==> src/rtl/apb4_mem_slave.sv <==
// apb4_mem_slave: APB4 word RAM with byte strobes, programmable wait states and PSLVERR
module apb4_mem_slave #(
   parameter int ADDR_WIDTH  = 8,
   parameter int DATA_WIDTH  = 32,
   parameter int DEPTH       = 64,
   parameter int WAIT_STATES = 0
) (
   input  logic                    pclk,
   input  logic                    prst_n,
   input  logic                    psel,
   input  logic                    penable,
   input  logic                    pwrite,
   input  logic [ADDR_WIDTH-1:0]   paddr,
   input  logic [DATA_WIDTH-1:0]   pwdata,
   input  logic [DATA_WIDTH/8-1:0] pstrb,
   output logic                    pready,
   output logic [DATA_WIDTH-1:0]   prdata,
   output logic                    pslverr
);
   localparam int NB = DATA_WIDTH / 8;
   localparam int AL = $clog2(NB);
   localparam int IW = $clog2(DEPTH);
   typedef enum logic {IDLE, ACCESS} state_t;
   state_t state, state_nx;
   logic [3:0] cnt;
   logic err, wr, illegal, setup, done;
   logic [IW-1:0] idx;
   logic [ADDR_WIDTH-1:0] widx;
   logic [DATA_WIDTH-1:0] mem [DEPTH];
   assign widx    = paddr >> AL;
   assign illegal = ({1'b0, widx} >= (ADDR_WIDTH+1)'(DEPTH)) || (|(paddr & ADDR_WIDTH'(NB-1)));
   assign setup   = (state == IDLE) && psel && !penable;
   assign pready  = (state == ACCESS) && (cnt == 4'd0);
   assign done    = pready && psel && penable;
   assign pslverr = err && pready;
   always_comb begin
      state_nx = state;
      state_nx = setup ? ACCESS : ((state == ACCESS) && (!psel || done)) ? IDLE : state;
   end
   always_ff @(posedge pclk)
      state <= !prst_n ? IDLE : state_nx;
   // Address and read data are captured at setup; write lanes land on the completion edge.
   always_ff @(posedge pclk) begin
      if (!prst_n) begin
         cnt    <= 4'd0;
         err    <= 1'b0;
         wr     <= 1'b0;
         idx    <= '0;
         prdata <= '0;
         for (int i = 0; i < DEPTH; i++) mem[i] <= '0;
      end else begin
         if (setup) begin
            cnt    <= 4'(WAIT_STATES);
            err    <= illegal;
            wr     <= pwrite;
            idx    <= widx[IW-1:0];
            prdata <= (pwrite || illegal) ? '0 : mem[widx[IW-1:0]];
         end else if ((state == ACCESS) && (cnt != 4'd0)) begin
            cnt <= cnt - 4'd1;
         end
         if (done && wr && !err)
            for (int i = 0; i < NB; i++)
               if (pstrb[i]) mem[idx][i*8 +: 8] <= pwdata[i*8 +: 8];
      end
   end
endmodule

==> config.mk <==
export PLATFORM = sky130hd
export DESIGN_NAME = apb4_mem_slave
export DESIGN_NICKNAME = d
export VERILOG_FILES = /design/src/rtl/apb4_mem_slave.sv
export SDC_FILE = /design/constraint.sdc
export NUM_CORES = 2
export LEC_CHECK = 0
export CAP_MARGIN = 20
export CELL_PAD_IN_SITES_DETAIL_PLACEMENT = 2
export CELL_PAD_IN_SITES_GLOBAL_PLACEMENT = 2
export CORE_ASPECT_RATIO = 1.4
export CORE_MARGIN = 5
export CORE_UTILIZATION = 42
export CTS_CLUSTER_DIAMETER = 60
export DETAILED_ROUTE_END_ITERATION = 10
export PLACE_DENSITY = 0.72
export SKIP_LAST_GASP = 1
export SLEW_MARGIN = 20
export SYNTH_ARGS = -nofsm -noshare
export SYNTH_HDL_FRONTEND = slang
export SYNTH_SLANG_ARGS = --single-unit
==> constraint.sdc <==
create_clock -name pclk -period 2.3 [get_ports pclk]
set_input_delay 0.46 -clock pclk [delete_from_list [all_inputs] [get_ports pclk]]
set_output_delay 0.46 -clock pclk [all_outputs]
set_load 0.005 [all_outputs]
; ---- After elaboration in Yosys (flattened, before gate mapping)
; Memory sizes are Yosys's and may differ from the RTL's.
; Index checks and enable logic that the tools add are counted.
[totals]
register_bits = 45
ram_bits = 2048
inputBits = 49
out_inout_bits = 34
word_cells = 56
n_memories = 1
[memory_table]
columns = name, depth, width, rd, rd_clocked_by_memory_dff, write_ports, line_no
row1 = mem, 64, 32, 1, 0, 64, 29  ; logic [DATA_WIDTH-1:0] mem [DEPTH];
[classes]
n_addsub = 1
order_cmp = 1
n_mux = 23
n_bitwise = 2
n_reduce_logical = 22
[ops]
columns = op, n
row1 = two-way mux 32 bit, 2
row2 = OR reduction 32 bit, 1
row3 = two-way mux 1 bit, 19
row4 = logical AND 1 bit, 10
row5 = >= comparator 6 x 7 -> 1 bit (second input constant), 1
row6 = two-way mux 6 bit, 1
row7 = logical NOT 4 bit, 1
row8 = two-way mux 4 bit, 1
row9 = nonzero test 4 bit, 1
row10 = OR reduction 2 bit, 2
row11 = subtractor 4 x 1 -> 4 bit (second input constant), 1
row12 = logical NOT 1 bit, 3
row13 = logical OR 1 bit, 3
row14 = inverter 1 bit, 2
row15 = nonzero test 2 bit, 1

; ---- Logic depth before layout (Yosys ltp)
[logic_depth]
depth_word = 11
ltp_mapped = 11
mapped_depth_nobuf = 7

; ---- Least setup slack after synthesis
; Ideal clock, no wire load.
[synth_timing]
path_type = flip-flop to flip-flop
from = reg cnt[0]
to = mem mem[19][0] (enable)
setup_time_ps = 384
arrival_ps = 2156
required_ps = 1916
setup_slack_ps = -240
path_stages_with_launch = 10
path_buffers = 3
synth_period_minus_slack_ps = 2540
cell_sequence = dfxtp_1 inv_1 ha_1 and3_1 and3_1 nand2_1 buf_2 buf_2 buf_2 o21ai_0
[synth_rtl]
columns = element, line_no
row1 = start: declaration, 25  ; logic [3:0] cnt;
row2 = start signal: assignment, 53  ; cnt <= 4'(WAIT_STATES);
row3 = start signal: assignment, 59  ; cnt <= cnt - 4'd1;
row4 = end: declaration, 29

; ---- Worst setup path in the final report
[layout_timing]
from = reg cnt[0]
to = out pslverr
[layout_between]
elab_chain_cells = 3
[layout_rtl]
columns = element, line_no
row1 = logical NOT 4 bit, 33  ; assign pready = (state == ACCESS) && (cnt == 4'd0);
row2 = logical AND 1 bit, 33
row3 = logical AND 1 bit, 35  ; assign pslverr = err && pready;
row4 = end: declaration, 18  ; output logic pslverr
; Every way passes these cells.

==> results.toml <==
[status]
run_status = "finished with violations"
failed_checks = "negative setup slack"

[critical_path]
reg2reg_from = "cnt[0]$_SDFFE_PP0P_"
cp.arrival_ns = 1.95
reg2reg_slack_ns = -0.11
endpoint_kind = "primary output"
path_max_fanout = 3
critPathKind = "reg -> out"
crit_required_ns = 1.84
crit_start = "cnt[0]$_SDFFE_PP0P_"
critPathLaunchType = "flip-flop"
ff2ff_path_depth = 10
rr_endpoint = "mem[1][6]$_SDFFCE_PN0P_"

[route]
dr.pass1.iters = 8
route.antenna.remaining_nets = 0
drtIter0Drc = 6526
wl_per_cell_um = 35.9
wl_mm = 394
avgViaCountPerCell = 5.97
drc = 0
dr_total_vias = 65604

[cells_and_area]
nFillCells = 20891
utilization_pct = 51.7
stdcell_area_um2 = 118000
drive_gt1_share_pct = 26.6
nNetsFinal = 7806
area_growth_syn_to_layout_pct = 22.4

[timing]
fmax_mhz = 415
finalSetupViolations = 1714
worst_pin_slew_ns = 1.07
rsz0062_at_grt = "true"
skew_ns = 0.0352
setup_slack_ns = -0.110
finalHoldViolCount = 0
period_share_pct = 105
slew_viol_final = 0
period_minus_slack_ns = 2.41
maxSlewHeadroom_pct = 28.3

[grt]
grt-ovfl-total = 0
grt_first_pass_wirelength_mm = 542
gr-usage-all-layers_pct = 31.5
grt_pass1_vias = 71064
grt_max_degree = 118
antenna_found_initial = 41

[floorplan]
core_area_um2 = 229000
fp-row-count = 208
initial_utilization_pct = 42.2
fp.dieH_um = 578
die_area_um2 = 240000
die_w_um = 416
num_io_pins = 83

[placed_design]
place_area_um2 = 110000
io_buffers = 82
dpl_worst_slack_ns = -0.953
routabilityCongestion = 0.889
dpl.hpwl_mm = 265

[logic_synthesis]
synthArstFlopShare_pct = 0
syn_inst = 6739
synth_nets = 6790
synth.distinct_cells = 51
ys_seq_area_share_pct = 64.5
synth_seq_cells = 2093
synth_flop_cell = "edfxtp_1"
synth_warnings = 0
synth_area_per_cell_um2 = 14.4
synth_edf_count = 2048
synthesis.area_um2 = 96800

[power_and_ir_drop]
p_total_w = 0.0879
ir_drop_mv = 0.555
power_density_nw_per_um2 = 742
leakage_nw = 45.4

[clocking]
h-tree-depth = 4
cts_tree = "yes"
cts_made_buffers = 218
clkTransAtPathRegs_ns = 0.06
clockBufferDepth = 4
cts.sinks = 2093
insertion_delay_ns = 0.88
cts_root_buf = "clkbuf_16"

[worst_hold_path]
hold_class = "in -> reg"
hold_depth = 4
min_to = "idx[1]$_SDFFE_PN0P_"
min-delay-start = "paddr[3]"

[job]
maxCapViolCount = 0
## synthesized netlist by cell type, drive strengths merged (5+ instances only)
library cell     n  area share (%)
nor3             6           0.031
o211ai           6           0.047
nor3b            8           0.067
nor2b           24            0.16
o21ai          276             1.4
nor2           273             1.1
a22o            17            0.15
a22oi          232             1.8
clkbuf         319             1.2
a21oi          119            0.62
nand2          116            0.46
edfxtp        2048              64
nand3            6           0.031
a211oi          16            0.12
mux4           300             7.0
dfxtp           45            0.93
mux2            41            0.48
and2          2056              13
o221ai           8           0.072
nor4            33            0.21
a31oi            6           0.039
o22ai           19            0.12
and3             7           0.045
mux2i          484             5.0
a221oi          19            0.17
a221o            5           0.052
buf            218             1.6
## cell families (layout without fill, tap and decap cells)
logic type               after synthesis  in the layout  synth area share [%]
AO/OA/AOI/OAI                        731            731                  4.70
XOR/XNOR                               3              3                0.0272
other                                  0             17                     0
AND/OR/NAND/NOR                     2545           2548                  15.5
adder cells (fa/ha/maj)                2              2                0.0259
buffers and inverters                540           1733                  2.82
multiplexers                         825            825                  12.5
flip-flops                          2093           2093                  64.5
## through the flow
step,instances,hold WS [ns],setup TNS (ns)
after CTS,10948,0.129,-4.17
after detailed placement,10540,0.516,-1569.27
after floorplan,6739,0.435,-134.27
after global placement,10540,0.497,-1082.26
final,10997,0.145,-47.22
after global routing,10982,0.135,-188.95
## metal layers
metal | track usage [%] | share of wire, % | wire [um]
met5 | 0 | 0.028 | 110
met1 | 36.7 | 36 | 142000
met4 | 19.4 | 7.5 | 29500
met3 | 5.26 | 6.6 | 25900
met2 | 54.4 | 50 | 197000
## placed cells by master (no fill, tap or decap), types with 118 or more instances in the layout
master,instances
edfxtp_1,2048
buf_4,1013
a21oi_1,118
clkbuf_16,236
mux4_2,300
buf_12,148
and2_1,2052
mux2i_1,484
a22oi_1,232
nor2_1,259
## final cells by class
type	instances	area, um2	share of cell area [%]
Tap cell	3045	3810	3.22
Clock buffer	265	5750	4.85
Multi-Input combinational cell	4109	32300	27.3
Sequential cell	2093	62500	52.7
Clock inverter	135	1470	1.24
Inverter	3	11.3	0.00951
Antenna cell	17	42.5	0.0359
Timing Repair Buffer	1330	12600	10.6
## timing repair
action | in CTS | in global routing
hold buffers | 1 | 0
setup endpoints to repair | 2233 | 1600
pin swaps | 2 | 5
gates resized for setup | 150 | 243
hold endpoints to repair | 1 | 0
buffers inserted | 2 | 11
gates cloned | 5 | 21
## power breakdown
group          switching [W]  leakage, nW  total, W  internal [W]
combinational        0.00462         20.4   0.00745       0.00283
clock                 0.0158         3.55    0.0370        0.0212
sequential          0.000511         21.5    0.0435        0.0429
## worst max-delay path: stages, from the launching register on
cell and delay (ns):
dfxtp_2 0.34, inv_2 0.06, ha_4 0.15, and3_4 0.16, buf_6 0.12, and2_4 0.15, buf_6 0.11
## flip-flops by register name, summed over array words and instances (netlist names)
signal  count
err         1
idx         6
prdata     32
mem      2048
cnt         4
wr          1
state       1
## worst max-delay path by stage
stage,endpoint,slack [ns],cells past startpoint
4_1_cts,pslverr,-0.17,6
6_report,pslverr,-0.11,6
3_3_place_gp,prdata[17]$_SDFFE_PN0P_,-0.87,8
5_1_grt,pslverr,-0.18,6
3_5_place_dp,prdata[17]$_SDFFE_PN0P_,-0.95,8
2_1_floorplan,mem[28][0]$_SDFFCE_PN0P_,-0.1,4
Note: power is estimated with default switching activity, not from simulation.
